--- src/rtl/fpnew_pkg.sv ---
// rtl/fpnew_pkg.sv - shared FPU types: IEEE exception status flags
package fpnew_pkg;

  typedef struct packed {
    logic NV;
    logic DZ;
    logic OF;
    logic UF;
    logic NX;
  } status_t;

endpackage

--- src/rtl/fpnew_wrap_ptr.sv ---
// rtl/fpnew_wrap_ptr.sv - modulo-Depth pointer counter with enable and synchronous clear
module fpnew_wrap_ptr #(
  parameter  int unsigned Depth = 2,
  localparam int unsigned PtrW  = (Depth > 1) ? $clog2(Depth) : 1
) (
  input  logic            i_clk,
  input  logic            i_rst,
  input  logic            i_en,
  input  logic            i_clr,
  output logic [PtrW-1:0] o_ptr
);

  logic [PtrW-1:0] r_ptr;

  // Clear wins over advance so a flush never leaves a pointer mid-queue.
  always_ff @(posedge i_clk or posedge i_rst) begin
    if (i_rst) begin
      r_ptr <= '0;
    end else if (i_clr) begin
      r_ptr <= '0;
    end else if (i_en) begin
      r_ptr <= (r_ptr == PtrW'(Depth - 1)) ? '0 : r_ptr + PtrW'(1);
    end
  end

  assign o_ptr = r_ptr;

endmodule

--- src/rtl/fpnew_pipe_out_fifo.sv ---
// rtl/fpnew_pipe_out_fifo.sv - result queue behind an FPU operation group datapath
module fpnew_pipe_out_fifo
  import fpnew_pkg::*;
#(
  parameter  int unsigned Width   = 32,
  parameter  int unsigned Depth   = 2,
  parameter  type         TagType = logic,
  parameter  type         AuxType = logic,
  localparam int unsigned FillW   = $clog2(Depth + 1),
  localparam int unsigned PtrW    = (Depth > 1) ? $clog2(Depth) : 1
) (
  input  logic             clk_i,
  input  logic             rst_i,
  input  logic [Width-1:0] result_i,
  input  status_t          status_i,
  input  logic             extension_bit_i,
  input  TagType           tag_i,
  input  AuxType           aux_i,
  input  logic             in_valid_i,
  output logic             in_ready_o,
  input  logic             flush_i,
  output logic [Width-1:0] result_o,
  output status_t          status_o,
  output logic             extension_bit_o,
  output TagType           tag_o,
  output AuxType           aux_o,
  output logic             out_valid_o,
  input  logic             out_ready_i,
  output logic             busy_o,
  output logic [FillW-1:0] fill_o
);

  typedef struct packed {
    logic [Width-1:0] result;
    status_t          status;
    logic             extension_bit;
    TagType           tag;
    AuxType           aux;
  } entry_t;

  entry_t           r_mem [Depth];
  logic [FillW-1:0] r_count;
  logic [PtrW-1:0]  w_wr_ptr;
  logic [PtrW-1:0]  w_rd_ptr;
  logic             w_push;
  logic             w_pop;
  logic             w_write;

  // Ready looks only at the registered count, so a full queue refuses a push
  // even while the consumer is popping in the same cycle.
  assign in_ready_o  = (r_count != FillW'(Depth));
  assign out_valid_o = (r_count != '0);
  assign w_push      = in_valid_i & in_ready_o;
  assign w_pop       = out_valid_o & out_ready_i;
  assign w_write     = w_push & ~flush_i;

  fpnew_wrap_ptr #(.Depth(Depth)) u_wr_ptr (
    .i_clk (clk_i),
    .i_rst (rst_i),
    .i_en  (w_write),
    .i_clr (flush_i),
    .o_ptr (w_wr_ptr)
  );

  fpnew_wrap_ptr #(.Depth(Depth)) u_rd_ptr (
    .i_clk (clk_i),
    .i_rst (rst_i),
    .i_en  (w_pop & ~flush_i),
    .i_clr (flush_i),
    .o_ptr (w_rd_ptr)
  );

  always_ff @(posedge clk_i or posedge rst_i) begin
    if (rst_i) begin
      for (int i = 0; i < int'(Depth); i++) begin
        r_mem[i] <= '0;
      end
    end else if (w_write) begin
      r_mem[w_wr_ptr] <= '{result:        result_i,
                           status:        status_i,
                           extension_bit: extension_bit_i,
                           tag:           tag_i,
                           aux:           aux_i};
    end
  end

  always_ff @(posedge clk_i or posedge rst_i) begin
    if (rst_i) begin
      r_count <= '0;
    end else if (flush_i) begin
      r_count <= '0;
    end else begin
      case ({w_push, w_pop})
        2'b10:   r_count <= r_count + FillW'(1);
        2'b01:   r_count <= r_count - FillW'(1);
        default: r_count <= r_count;
      endcase
    end
  end

  assign result_o        = r_mem[w_rd_ptr].result;
  assign status_o        = r_mem[w_rd_ptr].status;
  assign extension_bit_o = r_mem[w_rd_ptr].extension_bit;
  assign tag_o           = r_mem[w_rd_ptr].tag;
  assign aux_o           = r_mem[w_rd_ptr].aux;
  assign busy_o          = out_valid_o;
  assign fill_o          = r_count;

endmodule

--- config.mk ---
export PLATFORM = sky130hd
export DESIGN_NAME = fpnew_pipe_out_fifo
export DESIGN_NICKNAME = d
export VERILOG_FILES = /design/src/rtl/fpnew_pkg.sv /design/src/rtl/fpnew_wrap_ptr.sv /design/src/rtl/fpnew_pipe_out_fifo.sv
export SDC_FILE = /design/constraint.sdc
export NUM_CORES = 1
export LEC_CHECK = 0
export CAP_MARGIN = 20
export CORE_ASPECT_RATIO = 1.4
export CORE_MARGIN = 2
export CORE_UTILIZATION = 53
export CTS_CLUSTER_DIAMETER = 150
export DETAILED_ROUTE_END_ITERATION = 8
export GPL_TIMING_DRIVEN = 0
export HOLD_SLACK_MARGIN = 0.03
export PLACE_DENSITY = 0.92
export SETUP_SLACK_MARGIN = 0.3
export SLEW_MARGIN = 10
export SYNTH_ARGS = -nofsm -noshare
export SYNTH_HDL_FRONTEND = slang
export SYNTH_SLANG_ARGS = --single-unit
--- constraint.sdc ---
create_clock -name clk_i -period 3.82 [get_ports clk_i]
set_clock_uncertainty 0.2 [all_clocks]
set_input_delay 0.382 -clock clk_i [delete_from_list [all_inputs] [get_ports clk_i]]
set_output_delay 0.382 -clock clk_i [all_outputs]
set_load 0.03 [all_outputs]
==> results by group, run 1 <==
STA
  • Final setup violation count: 0
  • Slew HR: 0.523
  • Fin Hold WS: 0.246 ns
  • Final hold violations: 0
  • Period minus WS final: 3.05 ns
  • Tightest Pin Transition: 0.715 ns
  • Slew Limit Fails: 0
  • Final period utilization: 0.797
  • Peak Freq: 0.328 GHz
  • RSZ-0062 raised after global routing: false

Final layout
  • Layout cell share with drive strength beyond 1: 0.422
  • Area Growth Syn to Fin: 33.8%
  • # diodes: 0
  • Post-layout nets: 386
  • Most frequent cells in the layout: mux2_2 (115), clkdlybuf4s50_1 (89), dfrtp_1 (84)
  • Commonest non-fill, non-tap cell in the layout: mux2_2
  • Footprint of the multi-input gates: 0.00148 mm^2
  • Flip-flop and latch area: 0.00210 mm^2
  • Layout fillers: 480

Floorplan
  • Die width: 74.4 um
  • DIE AREA: 0.00764 mm^2
  • Starting Density: 0.553
  • Core area: 0.00666 mm^2
  • Height of the chip: 103 um
  • Row count: 35
  • # IOs: 90

Clocking
  • H-Tree Depth: 3
  • Root buffer cell: clkbuf_8
  • Clock transition at path regs: 0.08 ns
  • CTS sink count: 84
  • Clock Tree Buf Depth: 2
  • CTS Hold Buffers Added: 0
  • CTS tree: built
  • Setup fix buffers added after clock tree synthesis: 0
  • Worst skew pair latency: 0.33 ns
  • Number of gates resized after CTS: 0
  • CTS buffer count: 9

Global route
  • Gr usage total: 0.205
  • Vias in the first global route: 2464
  • First-pass GRT wire length: 11800 um
  • Largest net degree at the start of global routing: 46
  • Antenna violations before repair: 0
  • GRT overflow: 0

Worst hold path
  • HP Class: input pin to asynchronous set/reset pin

Run
  • Max Cap Violations: 0

Setup path
  • WP data arrival: 2.46 ns
  • Critical path endpoint category: primary output
  • Largest stage delay on the critical path: 0.63 ns
  • Worst Setup Start Kind: flop
  • Crit-path slowest cell: clkdlybuf4s50_1
  • Crit-path max FO: 10
  • Delay-heaviest family, CP: buffers and inverters
  • Cell repeated most along the worst path: clkbuf_1
  • Critical path cell sequence: clkbuf_1 -> clkbuf_1 -> mux2_2 -> clkdlybuf4s50_1
  • Setup CP Type: flop to primary output
  • Buf/Inv on CP: 3
  • Crit path required time: 3.24 ns

Placed design
  • Buffers added on ports: 89
  • Detailed-placement wirelength estimate: 5220 um
  • Final GP Congestion: 0.768

Synth
  • Syn_nets: 285
  • Synth area leaders: dfrtp_1 (57%), mux2_2 (35%), buf_4 (1.8%), mux2_1 (1.5%), a21oi_1 (0.54%)
  • Yosys warning total: 0
  • Cell Area, Synth: 0.00368 mm^2
  • Yosys cell types: 21
  • Register area share after synthesis: 0.571
  • Share of the synthesized area in the top cell type: 0.571
  • Cells after Synth: 240
  • Yosys top cell by area: dfrtp_1
  • Flops & latches, synth: 84
  • Avg Synthesized Cell Area: 15.3 um^2

Route
  • Post-DRT Antenna Nets: 0
  • Post-Route WL: 7270 um
  • Residual DRC: 0
  • Drt pass-1 iters: 4
  • Met1 WL: 2940 um
  • Routed length per instance: 16.6 um
  • Vias per cell: 5.24
  • Top Layer Used: met4
  • Vias: 2295
  • Met2 WL: 3920 um
  • Initial DRC Count: 71
  • Metal3 WL: 313 um

Power
  • Worst vdd ir: 432 uV
  • LEAKAGE: 2.04 nW
  • Pwr Total: 0.00280 W
  • PD cells: 568 mW/mm^2

Run status
  • Status: complete, no violations
[layout make-up]
cell class              count  area share
inverters                   3     0.00279
plain buffers              14      0.0175
well taps                  92      0.0234
multi-input cells         139       0.301
clock buffers              10      0.0259
clock inverters             6      0.0180
repair buffers             90       0.185
flip-flops and latches     84       0.427
[per-stage QoR]
stage	utilization	instance area, um^2	setup slack [ns]	TNS [ns]	std cells
floorplan	-	3680	1.07	0	240
global placement	0.704	4690	-0.149	-11.98	421
global route	0.740	4930	0.592	0	438
finish	0.740	4930	0.774	0	438
CTS	0.740	4930	0.726	0	438
detailed placement	0.708	4710	1.12	0	422
[kinds of logic after synthesis]
group | share of synthesized area
buffers and inverters | 0.0265
XOR/XNOR | 0.00238
flip-flops | 0.571
AND/OR/NAND/NOR | 0.0184
multiplexers | 0.370
AO/OA/AOI/OAI | 0.0122
[synthesized netlist by cell type (all sizes together)]
master / n
clkbuf: 5
nor3b: 1
mux2: 120
or3: 1
buf: 9
nand3b: 1
a21oi: 4
a21o: 1
nor4: 1
or2: 2
nor2b: 1
xor2: 1
nand4b: 1
nor2: 1
inv: 3
o211ai: 1
o21ai: 2
dfrtp: 84
mux2i: 1
[sequential cells by signal, indices dropped and copies added, names as in the netlist]
name,flops
fill_o,2
u_rd_ptr.o_ptr,1
r_mem,80
u_wr_ptr.o_ptr,1
[power breakdown]
part / total [W] / switching (W) / leakage [nW] / internal, W
clock network: 0.000675 / 0.000306 / 0.102 / 0.000368
logic: 0.000919 / 0.000429 / 0.931 / 0.000489
registers: 0.00120 / 0.000100 / 1.01 / 0.00110
[per-layer routing]
metal	track usage	up-vias
met5	0	-
met4	0.0632	0
met3	0.0499	10
met2	0.353	58
met1	0.252	1168
li1	-	1059
[path summary, 6_finish.rpt]
| kind | slack (ns) | cells past startpoint | endpoint | start |
|---|---|---|---|---|
| setup reg to reg | 1.83 | 4 | r_mem[58]$_DFFE_PP0P_ | fill_o[1]$_DFFE_PP0P_ |
| hold / removal | 0.25 | 2 | r_mem[59]$_DFFE_PP0P_ | rst_i |
| hold reg to reg | 0.29 | 1 | r_mem[2]$_DFFE_PP0P_ | r_mem[2]$_DFFE_PP0P_ |
| setup / recovery | 0.77 | 4 | status_o[4] | u_rd_ptr.o_ptr$_DFFE_PP0P_ |
| min in group clk_i | 0.29 | 1 | r_mem[2]$_DFFE_PP0P_ | r_mem[2]$_DFFE_PP0P_ |
| max in group asynchronous | 2.57 | 3 | r_mem[2]$_DFFE_PP0P_ | rst_i |
(Power assumes the default switching activity.)
==> run 2, diff against run 1 <==
--- a/config.mk
+++ b/config.mk
@@ -8,12 +8,12 @@
 export CAP_MARGIN = 20
 export CORE_ASPECT_RATIO = 1.4
 export CORE_MARGIN = 2
-export CORE_UTILIZATION = 53
+export CORE_UTILIZATION = 44
 export CTS_CLUSTER_DIAMETER = 150
 export DETAILED_ROUTE_END_ITERATION = 8
 export GPL_TIMING_DRIVEN = 0
 export HOLD_SLACK_MARGIN = 0.03
-export PLACE_DENSITY = 0.92
+export PLACE_DENSITY = 0.82
 export SETUP_SLACK_MARGIN = 0.3
 export SLEW_MARGIN = 10
 export SYNTH_ARGS = -nofsm -noshare
==> constraint.sdc (replaced) <==
create_clock -name clk_i -period 2.8 [get_ports clk_i]
set_clock_uncertainty 0.2 [all_clocks]
set_input_delay 0.28 -clock clk_i [delete_from_list [all_inputs] [get_ports clk_i]]
set_output_delay 0.28 -clock clk_i [all_outputs]
set_load 0.03 [all_outputs]
==> results by group, run 2 (synthesis results as in run 1) <==
Global route
  • Antenna violations before repair: 0 (unchanged)
  • First-pass GRT wire length: 12300 um (was 11800 um)
  • GRT overflow: 0 (unchanged)
  • Vias in the first global route: 2477 (was 2464)
  • Gr usage total: 0.180 (was 0.205)
  • Largest net degree at the start of global routing: 40 (was 46)

Final layout
  • Fin util: 0.614 (was 0.740)
  • Layout fillers: 641 (was 480)
  • Most frequent cells in the layout: mux2_2 (115), dfrtp_1 (84), clkdlybuf4s50_1 (50) (was mux2_2 (115), clkdlybuf4s50_1 (89), dfrtp_1 (84))
  • Design area: 0.00500 mm^2 (was 0.00493 mm^2)
  • Layout cell share with drive strength beyond 1: 0.438 (was 0.422)
  • # diodes: 0 (unchanged)
  • Footprint of the multi-input gates: 0.00148 mm^2 (unchanged)
  • Reg with most FFs: r_mem (unchanged)
  • Flip-flop and latch area: 0.00210 mm^2 (unchanged)
  • Area Growth Syn to Fin: 35.8% (was 33.8%)
  • Post-layout nets: 387 (was 386)
  • Largest register FFs: 80 (unchanged)
  • Commonest non-fill, non-tap cell in the layout: mux2_2 (unchanged)

Route
  • Routed length per instance: 16.9 um (was 16.6 um)
  • Post-DRT Antenna Nets: 0 (unchanged)
  • Drt pass-1 iters: 2 (was 4)
  • Vias: 2305 (was 2295)
  • Vias per cell: 5.13 (was 5.24)
  • Initial DRC Count: 70 (was 71)
  • Residual DRC: 0 (unchanged)
  • Post-Route WL: 7600 um (was 7270 um)

STA
  • Setup slack after layout: 0.460 ns (was 0.774 ns)
  • Period minus WS final: 2.34 ns
  • Final period utilization: 0.836
  • Tightest Pin Transition: 0.491 ns (was 0.715 ns)
  • Slew Limit Fails: 0 (unchanged)
  • Fin Hold WS: 0.133 ns (was 0.246 ns)
  • Slew HR: 0.672 (was 0.523)
  • Final TNS setup: 0 ns (unchanged)
  • Peak Freq: 0.427 GHz
  • Final hold violations: 0 (unchanged)
  • Final setup violation count: 0 (unchanged)
  • RSZ-0062 raised after global routing: false (unchanged)

Floorplan
  • # IOs: 90 (unchanged)
  • Starting Density: 0.452 (was 0.553)
  • Die width: 81.3 um (was 74.4 um)
  • DIE AREA: 0.00913 mm^2 (was 0.00764 mm^2)
  • Height of the chip: 112 um (was 103 um)
  • Row count: 39 (was 35)
  • Core area: 0.00815 mm^2 (was 0.00666 mm^2)

Placed design
  • Buffers added on ports: 89 (unchanged)
  • Pre-CTS setup slack: 0.207 ns (was 1.12 ns)
  • Final GP Congestion: 0.765 (was 0.768)
  • DP Area: 0.00474 mm^2 (was 0.00471 mm^2)
  • Detailed-placement wirelength estimate: 5350 um (was 5220 um)

Worst hold path
  • HP Class: input pin to asynchronous set/reset pin (unchanged)

Run status
  • Status: complete, no violations (unchanged)

Clocking
  • Clock Tree Buf Depth: 2 (unchanged)
  • CTS Hold Buffers Added: 0 (unchanged)
  • CTS sink count: 84 (unchanged)
  • Worst skew pair latency: 0.33 ns (about the same)
  • Number of gates resized after CTS: 47 (was 0)
  • CTS tree: built (unchanged)
  • H-Tree Depth: 3 (unchanged)
  • Setup fix buffers added after clock tree synthesis: 0 (unchanged)
  • CTS buffer count: 9 (unchanged)
  • Root buffer cell: clkbuf_16 (was clkbuf_8)
  • Clock transition at path regs: 0.06 ns (was 0.08 ns)

Setup path
  • Worst Setup Start Kind: flop (unchanged)
  • Critical path endpoint category: primary output (unchanged)
  • Crit-path slowest cell: mux2_2 (was clkdlybuf4s50_1)
  • Largest stage delay on the critical path: 0.37 ns (was 0.63 ns)
  • Crit path required time: 2.32 ns (was 3.24 ns)
  • Setup CP Type: flop to primary output (unchanged)
  • WP data arrival: 1.86 ns (was 2.46 ns)
  • Crit-path max FO: 10 (unchanged)
  • Critical path cell sequence: clkbuf_1 -> clkbuf_4 -> mux2_2 -> dlygate4sd2_1 (was clkbuf_1 -> clkbuf_1 -> mux2_2 -> clkdlybuf4s50_1)

Power
  • PD cells: 784 mW/mm^2 (was 568 mW/mm^2)
  • Worst vdd ir: 481 uV (was 432 uV)
  • LEAKAGE: 2.17 nW (was 2.04 nW)

Run
  • Max Cap Violations: 0 (unchanged)
[run 2: changes by cell type in the layout (fill, tap and decap cells not counted), sizes merged]
cell and change:
dlygate4sd2 +39, clkbuf +2, buf +1, clkdlybuf4s50 -39, inv -1, clkinv +1
bufinv -2
[run 2: routing by layer]
metal,share of wire,global-route usage,up-vias
met2,0.51,0.295,58
met1,0.43,0.222,1168
met3,0.036,0.0322,13
li1,-,-,1066
met4,0.025,0.0938,0
met5,0,0,-
[run 2: area by class of cell]
cell class,instances,share of cell area
sequential,84,0.420
clock buffer,12,0.0533
clock inverter,4,0.00450
inverter,3,0.00300
tap,102,0.0255
timing repair buffer,91,0.176
buffer,14,0.0203
multi-input combinational,139,0.297
[run 2: critical path, delay by kind of cell (launching register included)]
family | cells | cell delay, ns
flip-flops | 1 | 0.32
multiplexers | 1 | 0.37
buffers and inverters | 3 | 0.84
[run 2: path summary, 6_finish.rpt]
| check | from | endpoint | slack [ns] | cells after the start |
|---|---|---|---|---|
| setup reg to reg | fill_o[1]$_DFFE_PP0P_ | r_mem[59]$_DFFE_PP0P_ | 0.84 | 4 |
| setup / recovery | u_rd_ptr.o_ptr$_DFFE_PP0P_ | result_o[2] | 0.46 | 4 |
| hold reg to reg | r_mem[79]$_DFFE_PP0P_ | r_mem[79]$_DFFE_PP0P_ | 0.30 | 1 |
| min in group clk_i | r_mem[79]$_DFFE_PP0P_ | r_mem[79]$_DFFE_PP0P_ | 0.30 | 1 |
| hold / removal | rst_i | r_mem[13]$_DFFE_PP0P_ | 0.13 | 2 |
| max in group asynchronous | rst_i | r_mem[71]$_DFFE_PP0P_ | 1.72 | 3 |
[run 2: power breakdown]
group / internal (W) / total, W / switching, W
Clock: 0.000669 / 0.00113 / 0.000458
Sequential: 0.00151 / 0.00164 / 0.000137
Combinational: 0.000572 / 0.00115 / 0.000580
Total: 0.00275 / 0.00392 / 0.00117
[run 2: stage by stage]
stage | cells | total power, W
2_1_floorplan | 240 | 0.00246
5_1_grt | 449 | 0.00413
6_report | 449 | 0.00392
3_5_place_dp | 433 | 0.00293
3_3_place_gp | 431 | 0.00288
4_1_cts | 449 | 0.00396
==> run 3, diff against run 2 <==
--- a/config.mk
+++ b/config.mk
@@ -8,12 +8,12 @@
 export CAP_MARGIN = 20
 export CORE_ASPECT_RATIO = 1.4
 export CORE_MARGIN = 2
-export CORE_UTILIZATION = 44
+export CORE_UTILIZATION = 49
 export CTS_CLUSTER_DIAMETER = 150
 export DETAILED_ROUTE_END_ITERATION = 8
 export GPL_TIMING_DRIVEN = 0
 export HOLD_SLACK_MARGIN = 0.03
-export PLACE_DENSITY = 0.82
+export PLACE_DENSITY = 0.86
 export SETUP_SLACK_MARGIN = 0.3
 export SLEW_MARGIN = 10
 export SYNTH_ARGS = -nofsm -noshare
==> constraint.sdc (replaced) <==
create_clock -name clk_i -period 2.5 [get_ports clk_i]
set_clock_uncertainty 0.2 [all_clocks]
set_input_delay 0.25 -clock clk_i [delete_from_list [all_inputs] [get_ports clk_i]]
set_output_delay 0.25 -clock clk_i [all_outputs]
set_load 0.03 [all_outputs]
==> results by group, run 3 (synthesis results as in run 1) <==
Run status
  • Status: complete, no violations (unchanged)

Setup path
  • Crit path required time: 2.05 ns (was 2.32 ns)
  • Largest stage delay on the critical path: 0.34 ns (was 0.37 ns)
  • Crit-path max FO: 10 (unchanged)
  • Crit path from: u_rd_ptr.o_ptr$_DFFE_PP0P_ (unchanged)
  • Critical path cell sequence: clkbuf_4 -> clkbuf_8 -> mux2_2 -> clkdlybuf4s15_2 (was clkbuf_1 -> clkbuf_4 -> mux2_2 -> dlygate4sd2_1)
  • Worst Setup Start Kind: flop (unchanged)
  • Crit-path slowest cell: dfrtp_1 (was mux2_2)
  • Setup CP Type: flop to primary output (unchanged)
  • WP data arrival: 1.73 ns (was 1.86 ns)
  • Buf/Inv on CP: 3 (unchanged)
  • Worst r2r src: fill_o[1]$_DFFE_PP0P_ (unchanged)
  • Delay-heaviest family, CP: buffers and inverters (unchanged)
  • Critical path endpoint category: primary output (unchanged)

STA
  • Peak Freq: 0.460 GHz
  • Slew Limit Fails: 0 (unchanged)
  • Final hold violations: 0 (unchanged)
  • Final setup violation count: 0 (unchanged)
  • Tightest Pin Transition: 0.469 ns (was 0.491 ns)
  • Final period utilization: 0.870
  • Slew HR: 0.685 (was 0.672)
  • Period minus WS final: 2.18 ns
  • Fin Hold WS: 0.0257 ns (was 0.133 ns)
  • RSZ-0062 raised after global routing: true (was false)

Route
  • Residual DRC: 0 (unchanged)
  • Post-DRT Antenna Nets: 0 (unchanged)
  • Post-Route WL: 7570 um (was 7600 um)
  • Routed length per instance: 17.1 um (was 16.9 um)
  • Vias per cell: 5.19 (was 5.13)
  • Vias: 2301 (was 2305)
  • Initial DRC Count: 55 (was 70)
  • Drt pass-1 iters: 4 (was 2)

Floorplan
  • # IOs: 90 (unchanged)
  • Die width: 77.3 um (was 81.3 um)
  • Starting Density: 0.503 (was 0.452)
  • DIE AREA: 0.00823 mm^2 (was 0.00913 mm^2)
  • Row count: 37 (was 39)
  • Core area: 0.00731 mm^2 (was 0.00815 mm^2)
  • Height of the chip: 107 um (was 112 um)

Clocking
  • Root buffer cell: clkbuf_8 (was clkbuf_16)
  • Clock Tree Buf Depth: 2 (unchanged)
  • CTS tree: built (unchanged)
  • Clock transition at path regs: 0.08 ns (was 0.06 ns)
  • CTS Hold Buffers Added: 0 (unchanged)
  • Worst skew pair latency: 0.36 ns (was 0.33 ns)
  • CTS buffer count: 9 (unchanged)
  • H-Tree Depth: 3 (unchanged)
  • CTS sink count: 84 (unchanged)

Final layout
  • Layout fillers: 568 (was 641)
  • Layout cell share with drive strength beyond 1: 0.552 (was 0.438)
  • Design area: 0.00494 mm^2 (was 0.00500 mm^2)
  • Reg with most FFs: r_mem (unchanged)
  • Area Growth Syn to Fin: 34.1% (was 35.8%)
  • Largest register FFs: 80 (unchanged)
  • # diodes: 0 (unchanged)
  • Most frequent cells in the layout: mux2_2 (115), dfrtp_1 (84), clkdlybuf4s50_1 (46) (was mux2_2 (115), dfrtp_1 (84), clkdlybuf4s50_1 (50))
  • Post-layout nets: 387 (unchanged)
  • Commonest non-fill, non-tap cell in the layout: mux2_2 (unchanged)

Placed design
  • Final GP Congestion: 0.729 (was 0.765)
  • DP Area: 0.00474 mm^2 (about the same)
  • Detailed-placement wirelength estimate: 5350 um (about the same)
  • Buffers added on ports: 89 (unchanged)

Power
  • PD cells: 857 mW/mm^2 (was 784 mW/mm^2)
  • LEAKAGE: 2.12 nW (was 2.17 nW)
  • Worst vdd ir: 590 uV (was 481 uV)

Global route
  • Largest net degree at the start of global routing: 39 (was 40)
  • Gr usage total: 0.194 (was 0.180)
  • Vias in the first global route: 2510 (was 2477)
  • First-pass GRT wire length: 12200 um (was 12300 um)
  • Antenna violations before repair: 0 (unchanged)
  • GRT overflow: 0 (unchanged)

Run
  • Max Cap Violations: 0 (unchanged)

Worst hold path
  • HP Class: input pin to asynchronous set/reset pin (unchanged)
[run 3: routing by layer]
layer | share of wire | routed length [um] | global-route usage
met4 | 0.019 | 147 | 0.101
met3 | 0.038 | 288 | 0.0337
met1 | 0.41 | 3070 | 0.230
met2 | 0.54 | 4060 | 0.338
met5 | 0 | 0 | 0
[run 3: area by class of cell]
type | count | area (um^2) | area share
Buffer | 14 | 133 | 0.0269
Clock buffer | 11 | 151 | 0.0307
Clock inverter | 4 | 72.6 | 0.0147
Inverter | 3 | 15.0 | 0.00304
Multi-Input combinational cell | 139 | 1480 | 0.300
Sequential cell | 84 | 2100 | 0.426
Tap cell | 97 | 121 | 0.0246
Timing Repair Buffer | 91 | 860 | 0.174
[run 3: path summary, 6_finish.rpt]
check / to / slack [ns] / cells past startpoint
max: result_o[24] / 0.32 / 4
max reg2reg: r_mem[54]$_DFFE_PP0P_ / 0.55 / 4
min reg2reg: r_mem[1]$_DFFE_PP0P_ / 0.29 / 1
min in group clk_i: r_mem[1]$_DFFE_PP0P_ / 0.29 / 1
max in group asynchronous: r_mem[65]$_DFFE_PP0P_ / 1.33 / 4
min: r_mem[45]$_DFFE_PP0P_ / 0.03 / 2
[run 3: metrics by stage]
step                      setup WS [ns]  cells  TNS, ns  utilization  total power, W
after floorplan                   0.468    240        0            -         0.00276
after global placement          -0.0332    426   -0.325        0.642         0.00322
after detailed placement        -0.0484    428   -0.814        0.648         0.00328
after CTS                         0.251    443        0        0.690         0.00433
after global routing              0.276    443        0        0.675         0.00443
final                             0.325    443        0        0.675         0.00423
[run 3: power breakdown]
group	leakage (nW)	internal, W	switching (W)	total, W
sequential	1.01	0.00168	0.000152	0.00184
combinational	0.999	0.000660	0.000662	0.00132
clock	0.111	0.000610	0.000466	0.00108
total	2.12	0.00295	0.00128	0.00423
[run 3: repair_timing]
item	in CTS	in global routing
resized for setup	131	43
gates cloned	0	0
buffers inserted	0	0
setup endpoints to repair	42	40
pin swaps	0	0
